[config.mk]
export PLATFORM = sky130hd
export DESIGN_NAME = cdc_event_arbiter
export DESIGN_NICKNAME = d
export VERILOG_FILES = /design/src/rtl/cdc_event_arbiter_pkg.sv /design/src/rtl/cdc_event_arbiter_sync_edge_detect.sv /design/src/rtl/cdc_event_arbiter.sv
export SDC_FILE = /design/constraint.sdc
export NUM_CORES = 1
export LEC_CHECK = 0
export ABC_AREA = 0
export CAP_MARGIN = 20
export CORE_MARGIN = 1
export CORE_UTILIZATION = 53
export CTS_BUF_LIST = sky130_fd_sc_hd__clkbuf_4 sky130_fd_sc_hd__clkbuf_8
export DETAILED_ROUTE_END_ITERATION = 10
export GPL_TIMING_DRIVEN = 0
export HOLD_SLACK_MARGIN = 0.03
export PLACE_DENSITY = 0.83
export SETUP_SLACK_MARGIN = 0.4
export SLEW_MARGIN = 15
export SYNTH_ARGS = -nofsm -noshare
export SYNTH_HDL_FRONTEND = slang
export SYNTH_SLANG_ARGS = --single-unit
[constraint.sdc]
create_clock -name clk_dest -period 4.1 [get_ports clk_dest]
set_clock_uncertainty 0.2 [all_clocks]
set_input_delay 0.41 -clock clk_dest [delete_from_list [all_inputs] [get_ports clk_dest]]
set_output_delay 0.41 -clock clk_dest [all_outputs]
set_load 0.02 [all_outputs]
[src/rtl/cdc_event_arbiter_pkg.sv]
`default_nettype none
// ============================================================================
// Module      : cdc_arb_pkg
// Description : Shared types and the round-robin pick function for the
//               asynchronous event arbiter.
// Revision    : 1.0 - initial release
// ============================================================================
package cdc_arb_pkg;

  localparam int unsigned MAX_CH   = 16;
  localparam int unsigned MAX_CH_W = 4;

  typedef enum logic [0:0] {
    ST_IDLE  = 1'b0,
    ST_OFFER = 1'b1
  } arb_state_t;

  // Return {found, index}: first set bit of pend scanning upward from ptr+1,
  // wrapping modulo n_ch. Bits at or above n_ch are ignored.
  function automatic logic [MAX_CH_W:0] rr_pick(
    input logic [MAX_CH-1:0]   pend,
    input logic [MAX_CH_W-1:0] ptr,
    input int unsigned         n_ch
  );
    logic [MAX_CH_W:0] res;
    int unsigned       idx;
    res = '0;
    for (int unsigned k = 1; k <= MAX_CH; k++) begin
      idx = (32'(ptr) + k) % n_ch;
      if ((k <= n_ch) && !res[MAX_CH_W] && pend[idx]) begin
        res = {1'b1, idx[MAX_CH_W-1:0]};
      end
    end
    return res;
  endfunction

endpackage : cdc_arb_pkg
`default_nettype wire

[src/rtl/cdc_event_arbiter_sync_edge_detect.sv]
`default_nettype none
// ============================================================================
// Module      : sync_edge_detect
// Description : Multi-flop synchronizer for one asynchronous line followed by
//               a rising-edge detector in the destination clock domain.
// Revision    : 1.0 - initial release
// ============================================================================
module sync_edge_detect #(
  parameter int unsigned SYNC_STAGES = 2
) (
  input  logic clk_dest,
  input  logic rst,
  input  logic async_in,
  output logic sync_out,
  output logic rise
);

  logic [SYNC_STAGES-1:0] r_chain;
  logic                   r_prev;

  // Shift the asynchronous line through the synchronizer chain.
  always_ff @(posedge clk_dest or posedge rst) begin
    if (rst) begin
      r_chain <= '0;
    end else begin
      r_chain <= {r_chain[SYNC_STAGES-2:0], async_in};
    end
  end

  // Remember the previous synchronized level; reset to 0 so a line already
  // high at reset release produces exactly one event.
  always_ff @(posedge clk_dest or posedge rst) begin
    if (rst) begin
      r_prev <= 1'b0;
    end else begin
      r_prev <= sync_out;
    end
  end

  assign sync_out = r_chain[SYNC_STAGES-1];
  assign rise     = sync_out & ~r_prev;

endmodule : sync_edge_detect
`default_nettype wire

[src/rtl/cdc_event_arbiter.sv]
`default_nettype none
// ============================================================================
// Module      : cdc_event_arbiter
// Description : Synchronizes N_CH asynchronous event lines, latches rising
//               edges as pending events and offers them one at a time to a
//               valid/ready consumer with round-robin fairness. Events that
//               arrive while a channel already has one pending set a sticky
//               overflow flag.
// Revision    : 1.0 - initial release
// ============================================================================
module cdc_event_arbiter
  import cdc_arb_pkg::*;
#(
  parameter int unsigned N_CH        = 4,
  parameter int unsigned SYNC_STAGES = 2
) (
  input  logic                     clk_dest,
  input  logic                     rst,
  input  logic [N_CH-1:0]          async_req,
  output logic                     grant_valid,
  output logic [$clog2(N_CH)-1:0]  grant_ch,
  input  logic                     grant_ready,
  output logic [N_CH-1:0]          pending,
  output logic [N_CH-1:0]          overflow,
  input  logic [N_CH-1:0]          overflow_clr
);

  localparam int unsigned CH_W = $clog2(N_CH);

  logic [N_CH-1:0]   w_sync;
  logic [N_CH-1:0]   w_rise;
  logic [N_CH-1:0]   r_pending;
  logic [N_CH-1:0]   r_overflow;
  logic [CH_W-1:0]   r_grant_ch;
  logic [CH_W-1:0]   r_rr_ptr;
  arb_state_t        r_state;
  arb_state_t        w_state_nxt;
  logic              w_load;
  logic [MAX_CH_W:0] w_pick;
  logic              w_found;
  logic [CH_W-1:0]   w_winner;
  logic [N_CH-1:0]   w_load_vec;

  generate
    for (genvar gi = 0; gi < N_CH; gi++) begin : g_ch
      sync_edge_detect #(
        .SYNC_STAGES (SYNC_STAGES)
      ) u_sync (
        .clk_dest (clk_dest),
        .rst      (rst),
        .async_in (async_req[gi]),
        .sync_out (w_sync[gi]),
        .rise     (w_rise[gi])
      );
    end
  endgenerate

  // Round-robin winner among currently pending channels.
  assign w_pick     = rr_pick(16'(r_pending), 4'(r_rr_ptr), N_CH);
  assign w_found    = w_pick[MAX_CH_W];
  assign w_winner   = CH_W'(w_pick[MAX_CH_W-1:0]);
  assign w_load_vec = w_load ? (N_CH'(1) << w_winner) : '0;

  // Pending: a loaded channel is cleared, but a coincident new edge re-sets
  // it. Overflow: an edge hitting an already-pending, not-being-loaded
  // channel; a set beats a simultaneous clear.
  always_ff @(posedge clk_dest or posedge rst) begin
    if (rst) begin
      r_pending  <= '0;
      r_overflow <= '0;
    end else begin
      r_pending  <= (r_pending & ~w_load_vec) | w_rise;
      r_overflow <= (r_overflow & ~overflow_clr) | (w_rise & r_pending & ~w_load_vec);
    end
  end

  // FSM state register.
  always_ff @(posedge clk_dest or posedge rst) begin
    if (rst) begin
      r_state <= ST_IDLE;
    end else begin
      r_state <= w_state_nxt;
    end
  end

  // FSM next state and load decision; an accepted offer is replaced in the
  // same cycle when anything is pending, so there is no idle bubble.
  always_comb begin
    w_state_nxt = r_state;
    w_load      = 1'b0;
    case (r_state)
      ST_IDLE: begin
        if (w_found) begin
          w_load      = 1'b1;
          w_state_nxt = ST_OFFER;
        end
      end
      ST_OFFER: begin
        if (grant_ready) begin
          if (w_found) begin
            w_load = 1'b1;
          end else begin
            w_state_nxt = ST_IDLE;
          end
        end
      end
      default: w_state_nxt = ST_IDLE;
    endcase
  end

  // FSM outputs: valid follows the state flop so reset drops it at once.
  always_comb begin
    grant_valid = (r_state == ST_OFFER);
  end

  // Offer register and round-robin pointer update on every load.
  always_ff @(posedge clk_dest or posedge rst) begin
    if (rst) begin
      r_grant_ch <= '0;
      r_rr_ptr   <= CH_W'(N_CH - 1);
    end else if (w_load) begin
      r_grant_ch <= w_winner;
      r_rr_ptr   <= w_winner;
    end
  end

  assign grant_ch = r_grant_ch;
  assign pending  = r_pending;
  assign overflow = r_overflow;

endmodule : cdc_event_arbiter
`default_nettype wire
==> impl_metrics.csv, run 1 <==
group,metric,value,unit
outcome,status,"finished, final reports clean",
setup_path,cp.required,3.49,ns
sta,worst_pin_slew,0.889,ns
logic_synthesis,postSynthRegisterBits,25,
clock_tree,postCtsSetupRepairBufs,0,
die,io_pins,22,
detailed_routing,wirelength,1440,um
setup_path,cpMaxStageDelayCell,"clkdlybuf4s50_1",
logic_synthesis,syn_area,901,um2
detailed_routing,drc,0,
logic_synthesis,syn_nets,84,
logic_synthesis,syn_inst,73,
logic_synthesis,synth_top_area_share,63.9,%
power,p_leak,0.000501,uW
setup_path,slowest_delay,0.64,ns
sta,final_hold_viol_count,0,
die,rows,14,
power,power.clock.fraction,14.0,%
logic_synthesis,avgSynthCellArea,12.3,um2
global_route,grt_max_degree,26,
power,combPwrFrac,39.2,%
die,die_h,43.2,um
die,initial_utilization,58.4,%
logic_synthesis,yosys-top-cells-count,"dfrtp_1 (23), inv_1 (8), nand2b_1 (7)",
detailed_routing,drt_first_pass_iters,4,
setup_path,arrival,1.41,ns
placement,port_buffers,21,
flow_run,cap_violations,0,
logic_synthesis,synth_ff_type,"dfrtp_1",
clock_tree,cts_hold_buf,0,
power,swShare,35.2,%
die,die_w,43.2,um
logic_synthesis,synth_top_area_cell,"dfrtp_1",
hold_path,hold_class,"flip-flop to flip-flop",
finish,syn_to_final_growth,28.9,%
global_route,grt_pass1_vias,605,
detailed_routing,via_per_inst,5.40,
finish,num-fill-cells,106,
clock_tree,cts.sinks,25,
hold_path,hold_path.startpoint,"g_ch[0].u_sync.r_chain[0]$_DFF_PP0_",
finish,num-nets-final,110,
clock_tree,clock_latency,0.30,ns
sta,hold-worst-slack,0.166,ns
sta,max_freq,0.495,GHz
setup_path,path_buf_inv,1,
die,core,0.00154,mm2
placement,place_ws,1.92,ns
power,pwr-share-seq,46.8,%
sta,fin_crit,2.02,ns
sta,maxSlewHeadroom,40.6,%
setup_path,critical_path.top_delay_family,"buffers and inverters",
power,p_sw,273,uW
detailed_routing,drt-initial-drc-count,13,
hold_path,holdPathStages,0,
detailed_routing,vias,616,
power,p_int,501,uW
finish,fin_util,75.3,%
sta,setup_ws,2.08,ns
sta,rsz0062_at_grt,"no",
finish,drive_gt1_share,9.18,%
power,power_density,667,mW/mm2
hold_path,hold_path_end,"g_ch[0].u_sync.r_chain[1]$_DFF_PP0_",
placement,gp_congestion,0.809,
detailed_routing,avgRoutedWirePerCell,12.6,um
setup_path,r2r-end,"overflow[1]$_DFF_PP0_",
setup_path,crit_fanout,6,
setup_path,reg2reg_slack,2.28,ns
clock_tree,path_clk_slew,0.12,ns
clock_tree,numCtsBuffers,3,
sta,finalSetupTns,0,ns
logic_synthesis,yosys-top-cells-area,"dfrtp_1 (64%), dfstp_2 (5.8%), nand2b_1 (4.9%), inv_1 (3.3%), o22ai_1 (2.8%)",
global_route,grt_antenna_before_repair,0,
power,ir_drop,0.388,mV
sta,report.final.slew_viol_count,0,
logic_synthesis,synth_cell_types,20,
setup_path,cp_cell_sequence,"clkdlybuf4s50_1",
clock_tree,cts_tree,"built",
setup_path,critPathCaptureType,"output port",
setup_path,r2r_start,"r_rr_ptr[1]$_DFFE_PP1P_",
logic_synthesis,synth_edf_count,0,
die,die_area,0.00187,mm2
setup_path,start_kind,"flip-flop",
sta,period_share,49.3,%
logic_synthesis,ys_seq_area_share,69.7,%
logic_synthesis,synth.most_common_cell,"dfrtp_1",
finish,n_antenna_cell,0,
sta,finalSetupViolations,0,
logic_synthesis,ys_async_sr_fraction,100,%
global_route,grt_overflow_total,0,
setup_path,worst-setup-path-type,"flip-flop to output port",
global_route,grt_usage,18.2,%
clock_tree,cts-resized-gates,0,
setup_path,rr_worst_depth,5,
global_route,grt_pass1_wl,2470,um
clock_tree,cts_root_buf,"clkbuf_4",
clock_tree,h-tree-depth,1,
placement,dp.final_hpwl,1090,um
detailed_routing,antenna_left,0,
clock_tree,clk_path_buf_depth,2,
logic_synthesis,ys_warn_count,0,
-- power groups by stage --
stage	clock network (uW)	registers [uW]	logic (uW)
after CTS	114	362	306
after floorplan	0	406	145
after detailed placement	0	368	304
after global placement	0	366	300
after global routing	120	373	334
final	108	362	304
-- flip-flops by register name, indices dropped and copies added (netlist names) --
signal and flops:
grant_ch 2, g_ch.u_sync.r_prev 4, overflow 4, r_rr_ptr 2
g_ch.u_sync.r_chain 8, pending 4, grant_valid 1
-- routing by layer --
layer / global-route usage [%] / vias to the layer above / wire [um]
met5: 0 / - / 0
met4: 9.09 / 0 / 6
met3: 2.98 / 2 / 53
met2: 30.7 / 18 / 728
met1: 22.3 / 300 / 649
li1: - / 296 / -
-- area by class of cell --
cell class                      count  area [um2]  share of cell area, %
Tap cell                           16        20.0                   1.72
Multi-Input combinational cell     40         243                   20.9
Inverter                            8        30.0                   2.59
Clock buffer                        4        30.0                   2.59
Timing Repair Buffer               21         210                   18.1
Sequential cell                    25         628                   54.1
-- cell families after synthesis --
| group | Yosys count | synth area share, % |
|---|---|---|
| and+or+nand+nor | 20 | 12.4 |
| AOI/OAI and AO/OA | 19 | 13.5 |
| muxes | 1 | 1.11 |
| buffers and inverters | 8 | 3.33 |
| DFF | 25 | 69.7 |
-- through the flow --
step	power (uW)	instances	area, um2
2_1_floorplan	551	73	901
3_3_place_gp	665	110	1130
3_5_place_dp	672	110	1130
4_1_cts	782	114	1160
5_1_grt	827	114	1160
6_report	774	114	1160
-- layout by cell type, fill, tap and decap left out, types with 4 or more instances in the layout --
cell             instances
inv_1                    8
nand2b_1                 7
o22ai_1                  4
dfrtp_1                 23
clkbuf_4                 4
o21ai_0                  4
clkdlybuf4s50_1         21
nand2_1                  6
o21ai_1                  4
-- how the worst max path moves through the flow --
stage / startpoint / to / depth (start not counted)
floorplan: r_rr_ptr[1]$_DFFE_PP1P_ / overflow[1]$_DFF_PP0_ / 5
global placement: grant_ready / overflow[2]$_DFF_PP0_ / 6
detailed placement: grant_ready / overflow[2]$_DFF_PP0_ / 6
CTS: pending[3]$_DFF_PP0_ / pending[3] / 1
global route: pending[2]$_DFF_PP0_ / pending[2] / 1
finish: pending[3]$_DFF_PP0_ / pending[3] / 1
(Power assumes the default switching activity.)
==> run 2, diff against run 1 <==
--- a/config.mk
+++ b/config.mk
@@ -8,12 +8,12 @@
 export ABC_AREA = 0
 export CAP_MARGIN = 20
 export CORE_MARGIN = 1
-export CORE_UTILIZATION = 53
+export CORE_UTILIZATION = 49
 export CTS_BUF_LIST = sky130_fd_sc_hd__clkbuf_4 sky130_fd_sc_hd__clkbuf_8
 export DETAILED_ROUTE_END_ITERATION = 10
 export GPL_TIMING_DRIVEN = 0
 export HOLD_SLACK_MARGIN = 0.03
-export PLACE_DENSITY = 0.83
+export PLACE_DENSITY = 0.77
 export SETUP_SLACK_MARGIN = 0.4
 export SLEW_MARGIN = 15
 export SYNTH_ARGS = -nofsm -noshare
==> constraint.sdc (replaced) <==
create_clock -name clk_dest -period 1.9 [get_ports clk_dest]
set_clock_uncertainty 0.2 [all_clocks]
set_input_delay 0.19 -clock clk_dest [delete_from_list [all_inputs] [get_ports clk_dest]]
set_output_delay 0.19 -clock clk_dest [all_outputs]
set_load 0.02 [all_outputs]
==> run 2 against run 1 <==
  * Global-route usage is 3.3 points higher
  * Sequential power is 120% higher
  * Via count is 15% higher
  * Non-clock buffer count is 13 higher
  * Total power grew to 2.7 times the previous value
  * Critical path type is now flip-flop to flip-flop
==> impl_metrics.csv, run 2 (synthesized netlist as in run 1, its figures left out) <==
group,metric,value,unit
power,power,2060,uW
finish,mostFrequentLayoutCells,"dfrtp_1 (19), buf_4 (11), clkdlybuf4s50_1 (10)",
clock_tree,path_clk_slew,0.13,ns
power,power.clock.fraction,11.8,%
setup_path,worst-setup-path-type,"flip-flop to flip-flop",
power,pwr-share-seq,39.1,%
setup_path,critPathCaptureType,"flip-flop",
finish,num-nets-final,123,
clock_tree,clk_path_buf_depth,2,
finish,n_antenna_cell,0,
sta,period_share,94.9,%
die,die_area,0.00201,mm2
die,die_h,44.9,um
global_route,met1_usage,25.1,%
outcome,status,"finished, final reports clean",
detailed_routing,drt_first_pass_iters,4,
placement,dp.final_hpwl,1050,um
finish,syn_to_final_growth,49.7,%
global_route,use_met3,3.60,%
global_route,busiest_layer,"met2",
global_route,grt_max_degree,26,
clock_tree,cts_root_buf,"clkbuf_4",
clock_tree,cts_hold_buf,0,
sta,report.final.slew_viol_count,0,
detailed_routing,vias,706,
detailed_routing,via_per_inst,5.19,
clock_tree,cts.sinks,25,
global_route,grt_pass1_wl,2990,um
flow_run,cap_violations,0,
sta,fin_crit,1.80,ns
hold_path,hold_class,"primary input to flip-flop",
placement,port_buffers,21,
finish,largest_register,"g_ch.u_sync.r_chain",
sta,max_freq,0.554,GHz
setup_path,arrival,1.80,ns
placement,gp_congestion,0.883,
sta,setup_ws,0.0963,ns
power,p_int,1250,uW
clock_tree,numCtsBuffers,3,
power,p_sw,803,uW
global_route,grt_overflow_total,0,
power,combPwrFrac,49.1,%
power,swShare,39.0,%
detailed_routing,avgRoutedWirePerCell,14.0,um
finish,largest_reg_flops,8,
global_route,grt_pass1_vias,687,
setup_path,cp.required,1.90,ns
global_route,grt_antenna_before_repair,0,
global_route,gr-usage-met2,35.3,%
die,core,0.00173,mm2
sta,maxSlewHeadroom,38.2,%
clock_tree,h-tree-depth,1,
global_route,grt_usage,21.5,%
power,ir_drop,0.900,mV
sta,rsz0062_at_grt,"yes",
sta,hold-worst-slack,0.108,ns
power,power_density,1530,mW/mm2
die,io_pins,22,
clock_tree,clock_latency,0.31,ns
die,rows,15,
power,p_leak,0.000607,uW
sta,finalSetupViolations,0,
sta,worst_pin_slew,0.925,ns
detailed_routing,antenna_left,0,
finish,fin_cells,136,
sta,final_hold_viol_count,0,
die,initial_utilization,52.2,%
finish,final_area,0.00135,mm2
placement,place_ws,-0.0290,ns
setup_path,start_kind,"flip-flop",
placement,dp_cells,119,
die,die_w,44.9,um
setup_path,crit_fanout,3,
placement,placed_area,0.00114,mm2
detailed_routing,drc,0,
detailed_routing,wirelength,1900,um
finish,mostFrequentLayoutCell,"dfrtp_1",
finish,drive_gt1_share,36.9,%
detailed_routing,drt-initial-drc-count,20,
clock_tree,cts_tree,"built",
run 2: cell types whose count changed in the layout (fill, tap and decap cells not counted), moves of 4 or more:
cell,delta
buf_4,+11
dfrtp_2,+4
o21ai_0,-4
o21ai_2,+4
clkdlybuf4s50_1,-11
dfrtp_1,-4
dlygate4sd2_1,+8
run 2: what timing repair did:
| action | 4_1_cts | 5_1_grt |
|---|---|---|
| setup buffers | 11 | 2 |
| resized for setup | 35 | 7 |
| endpoints found under the setup margin | 23 | 16 |
| endpoints found under the hold margin | 0 | 0 |
| pin swaps | 10 | 8 |
run 2: power groups by stage:
stage                     Combinational, uW  Sequential [uW]  Clock [uW]
after floorplan                         312              880           0
after global placement                  647              790           0
after detailed placement                660              801           0
after CTS                               883              797         249
after global routing                   1080              820         270
final                                  1010              803         243
run 2: layout make-up:
cell class | instances | area [um2]
clock buffer | 4 | 30.0
fill | 110 | 378
inverter | 8 | 30.0
multi-input combinational | 40 | 329
sequential | 25 | 633
tap | 25 | 31.3
timing repair buffer | 34 | 295
run 2: routing by layer:
metal / share of wire, % / wire length [um]
met1: 41 / 778
met2: 51 / 965
met3: 4.7 / 90
met4: 3.4 / 65
met5: 0 / 0
run 2: critical path, stage by stage (launching register included):
cell and delay [ns]:
dfstp_2 0.59, buf_6 0.10, nand2b_4 0.13, a21oi_4 0.07, a211o_2 0.35, o21ai_2 0.16, o22ai_1 0.11
run 2: path summary, 6_finish.rpt:
path | start | cells after the start | slack [ns] | end
hold reg to reg | g_ch[0].u_sync.r_chain[0]$_DFF_PP0_ | 0 | 0.17 | g_ch[0].u_sync.r_chain[1]$_DFF_PP0_
max in group asynchronous | rst | 2 | 0.70 | pending[0]$_DFF_PP0_
min in group asynchronous | rst | 2 | 0.17 | g_ch[3].u_sync.r_chain[1]$_DFF_PP0_
setup reg to reg | r_rr_ptr[0]$_DFFE_PP1P_ | 6 | 0.1 | overflow[2]$_DFF_PP0_
setup / recovery | r_rr_ptr[0]$_DFFE_PP1P_ | 6 | 0.1 | overflow[2]$_DFF_PP0_
hold / removal | async_req[0] | 1 | 0.11 | g_ch[0].u_sync.r_chain[0]$_DFF_PP0_
run 2: metrics by stage:
stage / TNS [ns] / utilization, %
2_1_floorplan: 0 / -
3_3_place_gp: -0.0312 / 66.3
3_5_place_dp: -0.0658 / 66.3
4_1_cts: 0 / 76.7
5_1_grt: 0 / 78.1
6_report: 0 / 78.1
